--- src/rtl/alu_serial_if.sv ---
// rtl/alu_serial_if.sv - operand/result handshake bundle for alu_serial
interface alu_serial_if #(
    parameter int WIDTH = 8
);
    logic             in_valid;
    logic             in_ready;
    logic [WIDTH-1:0] a;
    logic [WIDTH-1:0] b;
    logic             cin;
    logic [1:0]       op;
    logic             out_valid;
    logic             out_ready;
    logic [WIDTH-1:0] result;
    logic             cout;
    logic             zero;
    logic             ovf;

    modport master (
        output in_valid, a, b, cin, op, out_ready,
        input  in_ready, out_valid, result, cout, zero, ovf
    );

    modport slave (
        input  in_valid, a, b, cin, op, out_ready,
        output in_ready, out_valid, result, cout, zero, ovf
    );
endinterface

--- src/rtl/alu_serial.sv ---
// rtl/alu_serial.sv - bit-serial NOR/XOR/ADD/SUB ALU, LSB first, one bit per cycle
// ALU_SERIAL_FLAGS_EN builds the zero/ovf flag logic; otherwise both flags read 0.
module alu_serial #(
    parameter int WIDTH = 8
) (
    input  logic         clk,
    input  logic         rst_n,
    alu_serial_if.slave  bus
);
    localparam logic [1:0] OP_NOR = 2'b00;
    localparam logic [1:0] OP_XOR = 2'b01;
    localparam logic [1:0] OP_ADD = 2'b10;
    localparam logic [1:0] OP_SUB = 2'b11;

    localparam int            CW   = (WIDTH > 1) ? $clog2(WIDTH) : 1;
    localparam logic [CW-1:0] LAST = CW'(WIDTH - 1);

    typedef enum logic [1:0] {
        S_IDLE,
        S_RUN,
        S_DONE
    } state_t;

    state_t           state_q, state_d;
    logic [WIDTH-1:0] a_q, a_d;
    logic [WIDTH-1:0] b_q, b_d;
    logic [WIDTH-1:0] res_q, res_d;
    logic [1:0]       op_q, op_d;
    logic             carry_q, carry_d;
    logic             cout_q, cout_d;
    logic [CW-1:0]    cnt_q, cnt_d;

    logic ai, bi, slice_bit, slice_carry, last_bit;

    // Operands shift right each RUN cycle, so the current slice is always bit 0.
    always_comb begin
        ai          = a_q[0];
        bi          = b_q[0];
        slice_bit   = 1'b0;
        slice_carry = 1'b0;
        case (op_q)
            OP_NOR: slice_bit = ~(ai | bi);
            OP_XOR: slice_bit = ai ^ bi;
            OP_ADD: begin
                slice_bit   = ai ^ bi ^ carry_q;
                slice_carry = (ai & bi) | (carry_q & (ai ^ bi));
            end
            default: begin
                slice_bit   = ai ^ bi ^ carry_q;
                slice_carry = (~ai & bi) | (~(ai ^ bi) & carry_q);
            end
        endcase
    end

    assign last_bit = (state_q == S_RUN) && (cnt_q == LAST);

    always_comb begin
        state_d = state_q;
        a_d     = a_q;
        b_d     = b_q;
        res_d   = res_q;
        op_d    = op_q;
        carry_d = carry_q;
        cout_d  = cout_q;
        cnt_d   = cnt_q;
        case (state_q)
            S_IDLE: begin
                if (bus.in_valid) begin
                    a_d     = bus.a;
                    b_d     = bus.b;
                    op_d    = bus.op;
                    carry_d = bus.cin;
                    cnt_d   = '0;
                    state_d = S_RUN;
                end
            end
            S_RUN: begin
                a_d     = a_q >> 1;
                b_d     = b_q >> 1;
                res_d   = {slice_bit, res_q[WIDTH-1:1]};
                carry_d = slice_carry;
                cnt_d   = cnt_q + CW'(1);
                if (last_bit) begin
                    cout_d  = slice_carry;
                    state_d = S_DONE;
                end
            end
            S_DONE: begin
                if (bus.out_ready) begin
                    state_d = S_IDLE;
                end
            end
            default: state_d = S_IDLE;
        endcase
    end

    always_ff @(posedge clk or negedge rst_n) begin
        if (!rst_n) begin
            state_q <= S_IDLE;
            a_q     <= '0;
            b_q     <= '0;
            res_q   <= '0;
            op_q    <= OP_NOR;
            carry_q <= 1'b0;
            cout_q  <= 1'b0;
            cnt_q   <= '0;
        end else begin
            state_q <= state_d;
            a_q     <= a_d;
            b_q     <= b_d;
            res_q   <= res_d;
            op_q    <= op_d;
            carry_q <= carry_d;
            cout_q  <= cout_d;
            cnt_q   <= cnt_d;
        end
    end

    assign bus.in_ready  = (state_q == S_IDLE);
    assign bus.out_valid = (state_q == S_DONE);
    assign bus.result    = res_q;
    assign bus.cout      = cout_q;

`ifdef ALU_SERIAL_FLAGS_EN
    logic any_q, any_d;
    logic zero_q, zero_d;
    logic ovf_q, ovf_d;

    // The final RUN slice sees the operand sign bits, so overflow is decided there.
    always_comb begin
        any_d  = any_q;
        zero_d = zero_q;
        ovf_d  = ovf_q;
        if (state_q == S_IDLE && bus.in_valid) begin
            any_d = 1'b0;
        end else if (state_q == S_RUN) begin
            any_d = any_q | slice_bit;
            if (last_bit) begin
                zero_d = ~(any_q | slice_bit);
                case (op_q)
                    OP_ADD:  ovf_d = (ai == bi) && (slice_bit != ai);
                    OP_SUB:  ovf_d = (ai != bi) && (slice_bit != ai);
                    default: ovf_d = 1'b0;
                endcase
            end
        end
    end

    always_ff @(posedge clk or negedge rst_n) begin
        if (!rst_n) begin
            any_q  <= 1'b0;
            zero_q <= 1'b0;
            ovf_q  <= 1'b0;
        end else begin
            any_q  <= any_d;
            zero_q <= zero_d;
            ovf_q  <= ovf_d;
        end
    end

    assign bus.zero = zero_q;
    assign bus.ovf  = ovf_q;
`else
    assign bus.zero = 1'b0;
    assign bus.ovf  = 1'b0;
`endif
endmodule
--- src/flat_wrapper.sv ---
// flat-port wrapper written by rule: the top's interface ports become plain ports
module alu_serial_flat 
#(
    parameter int WIDTH = 8
)
  (clk, rst_n, bus_in_valid, bus_a, bus_b, bus_cin, bus_op, bus_out_ready, bus_in_ready, bus_out_valid, bus_result, bus_cout, bus_zero, bus_ovf);
  alu_serial_if #(.WIDTH(WIDTH)) bus_i ();
  input  logic clk;
  input  logic rst_n;
  input wire logic [$bits(bus_i.in_valid)-1:0] bus_in_valid;
  input wire logic [$bits(bus_i.a)-1:0] bus_a;
  input wire logic [$bits(bus_i.b)-1:0] bus_b;
  input wire logic [$bits(bus_i.cin)-1:0] bus_cin;
  input wire logic [$bits(bus_i.op)-1:0] bus_op;
  input wire logic [$bits(bus_i.out_ready)-1:0] bus_out_ready;
  output wire logic [$bits(bus_i.in_ready)-1:0] bus_in_ready;
  output wire logic [$bits(bus_i.out_valid)-1:0] bus_out_valid;
  output wire logic [$bits(bus_i.result)-1:0] bus_result;
  output wire logic [$bits(bus_i.cout)-1:0] bus_cout;
  output wire logic [$bits(bus_i.zero)-1:0] bus_zero;
  output wire logic [$bits(bus_i.ovf)-1:0] bus_ovf;
  assign bus_i.in_valid = bus_in_valid;
  assign bus_i.a = bus_a;
  assign bus_i.b = bus_b;
  assign bus_i.cin = bus_cin;
  assign bus_i.op = bus_op;
  assign bus_i.out_ready = bus_out_ready;
  assign bus_in_ready = bus_i.in_ready;
  assign bus_out_valid = bus_i.out_valid;
  assign bus_result = bus_i.result;
  assign bus_cout = bus_i.cout;
  assign bus_zero = bus_i.zero;
  assign bus_ovf = bus_i.ovf;
  alu_serial #(.WIDTH(WIDTH)) u_core (.clk(clk), .rst_n(rst_n), .bus(bus_i));
endmodule
--- config.mk ---
export PLATFORM = sky130hd
export DESIGN_NAME = alu_serial_flat
export DESIGN_NICKNAME = d
export VERILOG_FILES = /design/src/rtl/alu_serial_if.sv /design/src/rtl/alu_serial.sv /design/src/flat_wrapper.sv
export SDC_FILE = /design/constraint.sdc
export NUM_CORES = 1
export LEC_CHECK = 0
export CORE_MARGIN = 2
export CORE_UTILIZATION = 40
export DETAILED_ROUTE_END_ITERATION = 10
export PLACE_DENSITY = 0.69
export REMOVE_ABC_BUFFERS = 1
export SYNTH_ARGS = -nofsm -noshare
export SYNTH_HDL_FRONTEND = slang
export SYNTH_SLANG_ARGS = --single-unit
--- constraint.sdc ---
create_clock -name clk -period 1.34 [get_ports clk]
set_input_delay 0.268 -clock clk [delete_from_list [all_inputs] [get_ports clk]]
set_output_delay 0.268 -clock clk [all_outputs]
set_load 0.05 [all_outputs]
==> results by group, run 1 <==
Status
  – Status: finished with violations
  – Failing checks: setup timing

Clock network
  – Root Driver: clkbuf_8
  – Cts bufs inserted: 5
  – TritonCTS clock tree: built
  – Clock Sinks: 33
  – Max H-tree Level: 2
  – CTS Buffer Depth: 2
  – Worst-Skew Late Latency: 0.28 ns
  – Clk slew on worst S/H paths: 0.07 ns
  – Cts hold-fix bufs: 0

Logic synthesis
  – Mapped Cells: 149
  – Synth Flop Type: dfrtp_1
  – Post-synth EDFFs: 0
  – Count of cell types in the netlist: 28
  – Mapped cell area: 1500 µm²
  – Top cell type's share of synthesized area: 0.5505
  – Most frequent cell after synthesis: nand2_1
  – Seq cells post-synth: 33
  – Yosys synthesis warning count: 0
  – Ys async rst share: 1.000
  – Share of the yosys chip area belonging to registers: 0.5505
  – Top cells by count, synth: nand2_1, dfrtp_1, o21ai_1, a22oi_1, buf_2
  – Largest area contributor in the netlist: dfrtp_1
  – Average cell area after synthesis: 10.07 µm²
  – Synth top area cells: dfrtp_1, nand2_1, a22oi_1, o21ai_1, fa_1

Placed design
  – DP Worst Slack: -0.2871 ns
  – Final GP Congestion: 0.7233
  – Post-DP HPWL: 2446 µm
  – IO buf count: 33
  – DP Cell Count: 231
  – Placement Cell Area: 2041 µm²

Floorplanning
  – Area of the core: 3633 µm²
  – Full die area: 4256 µm²
  – Die H: 65.24 µm
  – Die width: 65.24 µm
  – Ports: 36
  – Row cnt: 22
  – Initial core utilization: 0.4129

Critical path
  – Setup crit end kind: register
  – Crit path arrival time: 1.62 ns
  – Critical path peak fanout: 3
  – Launch point of the worst reg-to-reg path: u_core.carry_q$_DFFE_PN0P_
  – Startpoint types: register
  – Critical Path RT: 1.54 ns
  – Setup Crit Path Kind: reg -> reg
  – CP startpoint: u_core.carry_q$_DFFE_PN0P_

Routing
  – Vias per cell: 5.105
  – DRC Markers: 0
  – Via count: 1261
  – Initial drt markers: 75
  – Post-DR wirelength/cell: 14.42 µm
  – Total wire length: 3562 µm
  – TritonRoute pass-1 iters: 4
  – Antenna Nets Post-Route: 0

Power
  – Net Sw Frac: 0.3975
  – PD cells: 2313 nW/µm²
  – Flop pwr share: 0.346
  – Total leakage power: 1.031 nW
  – Max IR drop VDD: 0.0009008 V
  – Internal: 3.161 mW
  – Combinational fraction of design power: 0.497
  – Clk pwr share: 0.156
  – NetSw: 2.086 mW

Finish
  – Final Util: 0.6243
  – Fin cells: 247
  – Design area: 2268 µm²
  – Area Growth Syn to Fin: 51.21%
  – Layout Nets: 226
  – Share of cells above drive strength 1: 0.2864
  – Fillers: 311
  – N_diodes: 0

STA
  – Worst Skew: 0.004408 ns
  – Final period utilization: 1.061
  – Final Hold Vio Count: 0
  – Tmin final: 1.421 ns
  – Highest Clock Rate: 703.6 MHz
  – Setup TNS: -0.2186 ns
  – Setup Viol. Count Final: 5
  – RSZ-0062 raised after global routing: yes
  – Fin. max-slew vios: 0
  – Final WS setup: -0.08126 ns

Global routing
  – Initial antenna violation count: 0
  – Total GRT Usage: 0.1775
  – Global-route wire length before repair: 5630 µm
  – Largest net degree at the start of global routing: 34
  – Congestion Overflow GR: 0
  – Vias in the first global route: 1286

Hold path
  – Hold WC Path Type: in -> async

Flow run
  – Number of max-cap violations: 0
[per-stage QoR]
stage	power, mW	hold WS (ns)
finish	5.247	0.3504
global route	5.565	0.3623
CTS	5.109	0.3565
detailed placement	4.155	0.4760
global placement	4.027	0.4685
floorplan	3.007	-0.02759
[worst max-delay path, stage by stage (launching register included)]
cell and delay [ns]:
dfrtp_1 0.40, inv_2 0.07, fa_2 0.42, nor2_4 0.13
o21ai_4 0.08, a221oi_2 0.23
[cells by family (layout without fill, tap and decap cells)]
family	count (synthesis)	count (layout)	synth area share
simple gates	49	49	0.1368
flops	33	33	0.5505
mux	3	3	0.02252
compound gates	42	42	0.1843
fa+ha+maj	5	5	0.05171
other cells	1	2	0.002500
buf+inv	16	65	0.05169
[cells in the final DEF, fill, tap and decap left out, drive strengths merged, types with 4 or more instances in the layout]
cell	synthesis	routed
inv	5	5
a22oi	14	14
a22o	4	4
clkbuf	2	7
o21ai	20	20
dfrtp	33	33
nand2	39	39
buf	9	30
clkdlybuf4s50	0	22
[area by class of cell]
type / instances / area (µm²) / share of cell area
flip-flops and latches: 33 / 828.3 / 0.3651
multi-input cells: 101 / 656.9 / 0.2896
repair buffers: 52 / 603.1 / 0.2659
clock buffers: 7 / 96.34 / 0.04247
well taps: 48 / 60.06 / 0.02648
inverters: 5 / 18.77 / 0.008274
clock inverters: 1 / 5.005 / 0.002206
[per-layer routing]
layer | part of all wire | GRT usage | vias up
met2 | 0.53 | 0.3304 | 48
met5 | 0 | 0 | -
met1 | 0.39 | 0.1805 | 608
met4 | 0.017 | 0.06250 | 0
li1 | - | - | 599
met3 | 0.059 | 0.06507 | 6
[final timing paths]
check,to,slack [ns],cells past startpoint
min in group clk,u_core.cnt_q[0]$_DFFE_PN0P_,0.49,1
max in group asynchronous,u_core.state_q[0]$_DFFE_PN0P_,0.81,2
hold / removal,u_core.op_q[0]$_DFFE_PN0P_,0.35,2
setup reg to reg,u_core.carry_q$_DFFE_PN0P_,-0.08,5
setup / recovery,u_core.carry_q$_DFFE_PN0P_,-0.08,5
hold reg to reg,u_core.cnt_q[0]$_DFFE_PN0P_,0.49,1
[power by group through the flow]
stage / Combinational, mW / Sequential [mW] / Clock, mW
floorplan: 0.901 / 2.11 / 0
global placement: 2.26 / 1.76 / 0
detailed placement: 2.36 / 1.79 / 0
CTS: 2.47 / 1.79 / 0.844
global route: 2.82 / 1.86 / 0.878
finish: 2.61 / 1.82 / 0.819
[repair_timing]
| action | in CTS | in global routing |
|---|---|---|
| cloned | 0 | 0 |
| gates resized for setup | 14 | 10 |
| buffers inserted | 3 | 5 |
| pin swaps | 5 | 6 |
| endpoints found under the setup margin | 15 | 13 |
[state kept, by name (all words and copies together), names as in the netlist]
signal and cells:
u_core.a_q 8, u_core.b_q 8, u_core.bus.cout 1, u_core.bus.result 8
u_core.carry_q 1, u_core.cnt_q 3, u_core.op_q 2, u_core.state_q 2
Power figures use the tool's default switching activity.
==> run 2: changes to the inputs <==
Settings changed: CAP_MARGIN set to 20, CORE_UTILIZATION 40 to 44, PLACE_DENSITY 0.69 to 0.75.
==> run 2 against run 1 <==
Against the previous run: the run still ends with setup timing left; fmax down 2.0%; die area down 8.5%; clock skew up 0.0025 ns; critical path type is now reg -> out.
==> results by group, run 2 (same netlist as run 1, synthesis figures left out) <==
Global routing
  – Congestion Overflow GR: 0 (unchanged)
  – Global-route wire length before repair: 5699 µm (+1.2%)
  – Vias in the first global route: 1244 (-3.3%)
  – Met2 usage: 0.3329 (+0.002523)
  – GR Layer Usage met1: 0.2144 (+0.03388)
  – Largest net degree at the start of global routing: 34 (unchanged)
  – Met3 GRT Util: 0.05586 (-0.009213)
  – GR peak layer: met2
  – Initial antenna violation count: 0 (unchanged)
  – Total GRT Usage: 0.1880 (+0.01057)

Finish
  – N_diodes: 0 (unchanged)
  – Layout Nets: 227 (+0.44%)
  – Design area: 2281 µm² (+0.55%)
  – Most frequent cells in the layout: nand2_1, dfrtp_1, clkdlybuf4s50_1
  – Area Growth Syn to Fin: 52.04%
  – Commonest non-fill, non-tap cell in the layout: nand2_1
  – Share of cells above drive strength 1: 0.3000 (+0.01357)
  – Fin cells: 246 (-0.40%)
  – Final Util: 0.6890 (+0.06465)

STA
  – Setup TNS: -0.3160 ns (-0.09741 ns)
  – Final Hold Vio Count: 0 (unchanged)
  – Fin. max-slew vios: 0 (unchanged)
  – Setup Viol. Count Final: 5 (unchanged)
  – Highest Clock Rate: 689.5 MHz (-2.0%)
  – Final WS setup: -0.1104 ns (-0.02910 ns)
  – Tmin final: 1.450 ns (+0.02910 ns)
  – Final period utilization: 1.082 (+0.02172)
  – Min Hold Slack: 0.2957 ns (-0.05474 ns)
  – RSZ-0062 raised after global routing: yes
  – Worst Skew: 0.006944 ns (+0.002536 ns)

Floorplanning
  – Row cnt: 21 (-4.5%)
  – Area of the core: 3311 µm² (-8.9%)
  – Die width: 62.39 µm (-4.4%)
  – Die H: 62.39 µm (-4.4%)
  – Ports: 36 (unchanged)
  – Initial core utilization: 0.4531 (+0.04026)
  – Full die area: 3893 µm² (-8.5%)

Routing
  – Total wire length: 3557 µm (-0.14%)
  – Vias per cell: 5.179 (+1.4%)
  – DRC Markers: 0 (unchanged)
  – TritonRoute pass-1 iters: 4 (unchanged)
  – Post-DR wirelength/cell: 14.46 µm (+0.27%)
  – Antenna Nets Post-Route: 0 (unchanged)
  – Initial drt markers: 113 (+51%)
  – Via count: 1274 (+1.0%)

Placed design
  – Final GP Congestion: 0.7233 (unchanged)
  – Post-DP HPWL: 2374 µm (-2.9%)
  – Placement Cell Area: 2038 µm² (-0.12%)
  – IO buf count: 33 (unchanged)
  – DP Worst Slack: -0.2988 ns (-0.01171 ns)
  – DP Cell Count: 229 (-0.87%)

Status
  – Failing checks: setup timing
  – Status: finished with violations

Critical path
  – Setup crit end kind: output pin
  – Critical Path RT: 1.07 ns (-0.47 ns)
  – Setup Crit Path Kind: reg -> out
  – CP peak stage delay: 0.46 ns (+0.04 ns)
  – Crit path arrival time: 1.18 ns (-0.44 ns)
  – Crit-path cells: buf_6 > nand2b_4 > inv_4 > buf_12
  – Worst path slowest cell: dfrtp_2
  – R2R Setup Slk: -0.06 ns (+0.02 ns)
  – Startpoint types: register
  – Critical path peak fanout: 4 (+1)

Clock network
  – TritonCTS clock tree: built
  – Clock Sinks: 33 (unchanged)
  – Max H-tree Level: 2 (unchanged)
  – Cts hold-fix bufs: 0 (unchanged)
  – Root Driver: clkbuf_4
  – Clk slew on worst S/H paths: 0.10 ns (+0.03 ns)
  – CTS Buffer Depth: 2 (unchanged)
  – Cts bufs inserted: 5 (unchanged)
  – Worst-Skew Late Latency: 0.34 ns (+0.06 ns)

Power
  – Tot Pwr: 5.265 mW (+0.35%)
  – Total leakage power: 1.028 nW (-0.31%)
  – Max IR drop VDD: 0.0008985 V (-0.26%)
  – PD cells: 2308 nW/µm² (-0.20%)

Hold path
  – Hold WC Path Type: in -> async

Flow run
  – Number of max-cap violations: 0 (unchanged)
==> run 2: what timing repair did <==
item | 4_1_cts | 5_1_grt
setup endpoints to repair | 13 | 26
pin swaps | 6 | 9
cloned | 0 | 1
setup buffers | 4 | 4
endpoints found under the hold margin | 0 | 0
gates resized for setup | 15 | 15
==> run 2: area by class of cell <==
| class | instances | area (µm²) |
|---|---|---|
| inverter | 5 | 21.27 |
| clock buffer | 7 | 55.05 |
| timing repair buffer | 52 | 603.1 |
| fill | 271 | 1030 |
| multi-input combinational | 102 | 685.7 |
| clock inverter | 1 | 30.03 |
| sequential | 33 | 828.3 |
| tap | 46 | 57.56 |
==> run 2: path summary, 6_finish.rpt <==
path,from,to,cells past startpoint
worst max-delay path,u_core.state_q[1]$_DFFE_PN0P_,bus_out_valid,4
worst min register to register,u_core.b_q[1]$_DFFE_PN0P_,u_core.b_q[1]$_DFFE_PN0P_,2
worst max register to register,u_core.carry_q$_DFFE_PN0P_,u_core.carry_q$_DFFE_PN0P_,5
min in group clk,u_core.b_q[1]$_DFFE_PN0P_,u_core.b_q[1]$_DFFE_PN0P_,2
max in group asynchronous,rst_n,u_core.state_q[0]$_DFFE_PN0P_,2
worst min-delay path,rst_n,u_core.b_q[4]$_DFFE_PN0P_,2
==> run 2: layer usage <==
layer	up-vias	share of wire
met3	8	0.058
met5	-	0
met1	621	0.38
met4	0	0.018
li1	605	-
met2	40	0.55
==> run 2: where the power goes <==
group	internal, mW	total [mW]	switching [mW]
clock	0.445	0.770	0.325
sequential	1.41	1.81	0.403
combinational	1.33	2.68	1.35
==> run 2: critical path, delay by kind of cell (launching register included) <==
family	cells	cell delay (ns)
buffers and inverters	3	0.30
DFF	1	0.46
and+or+nand+nor	1	0.07
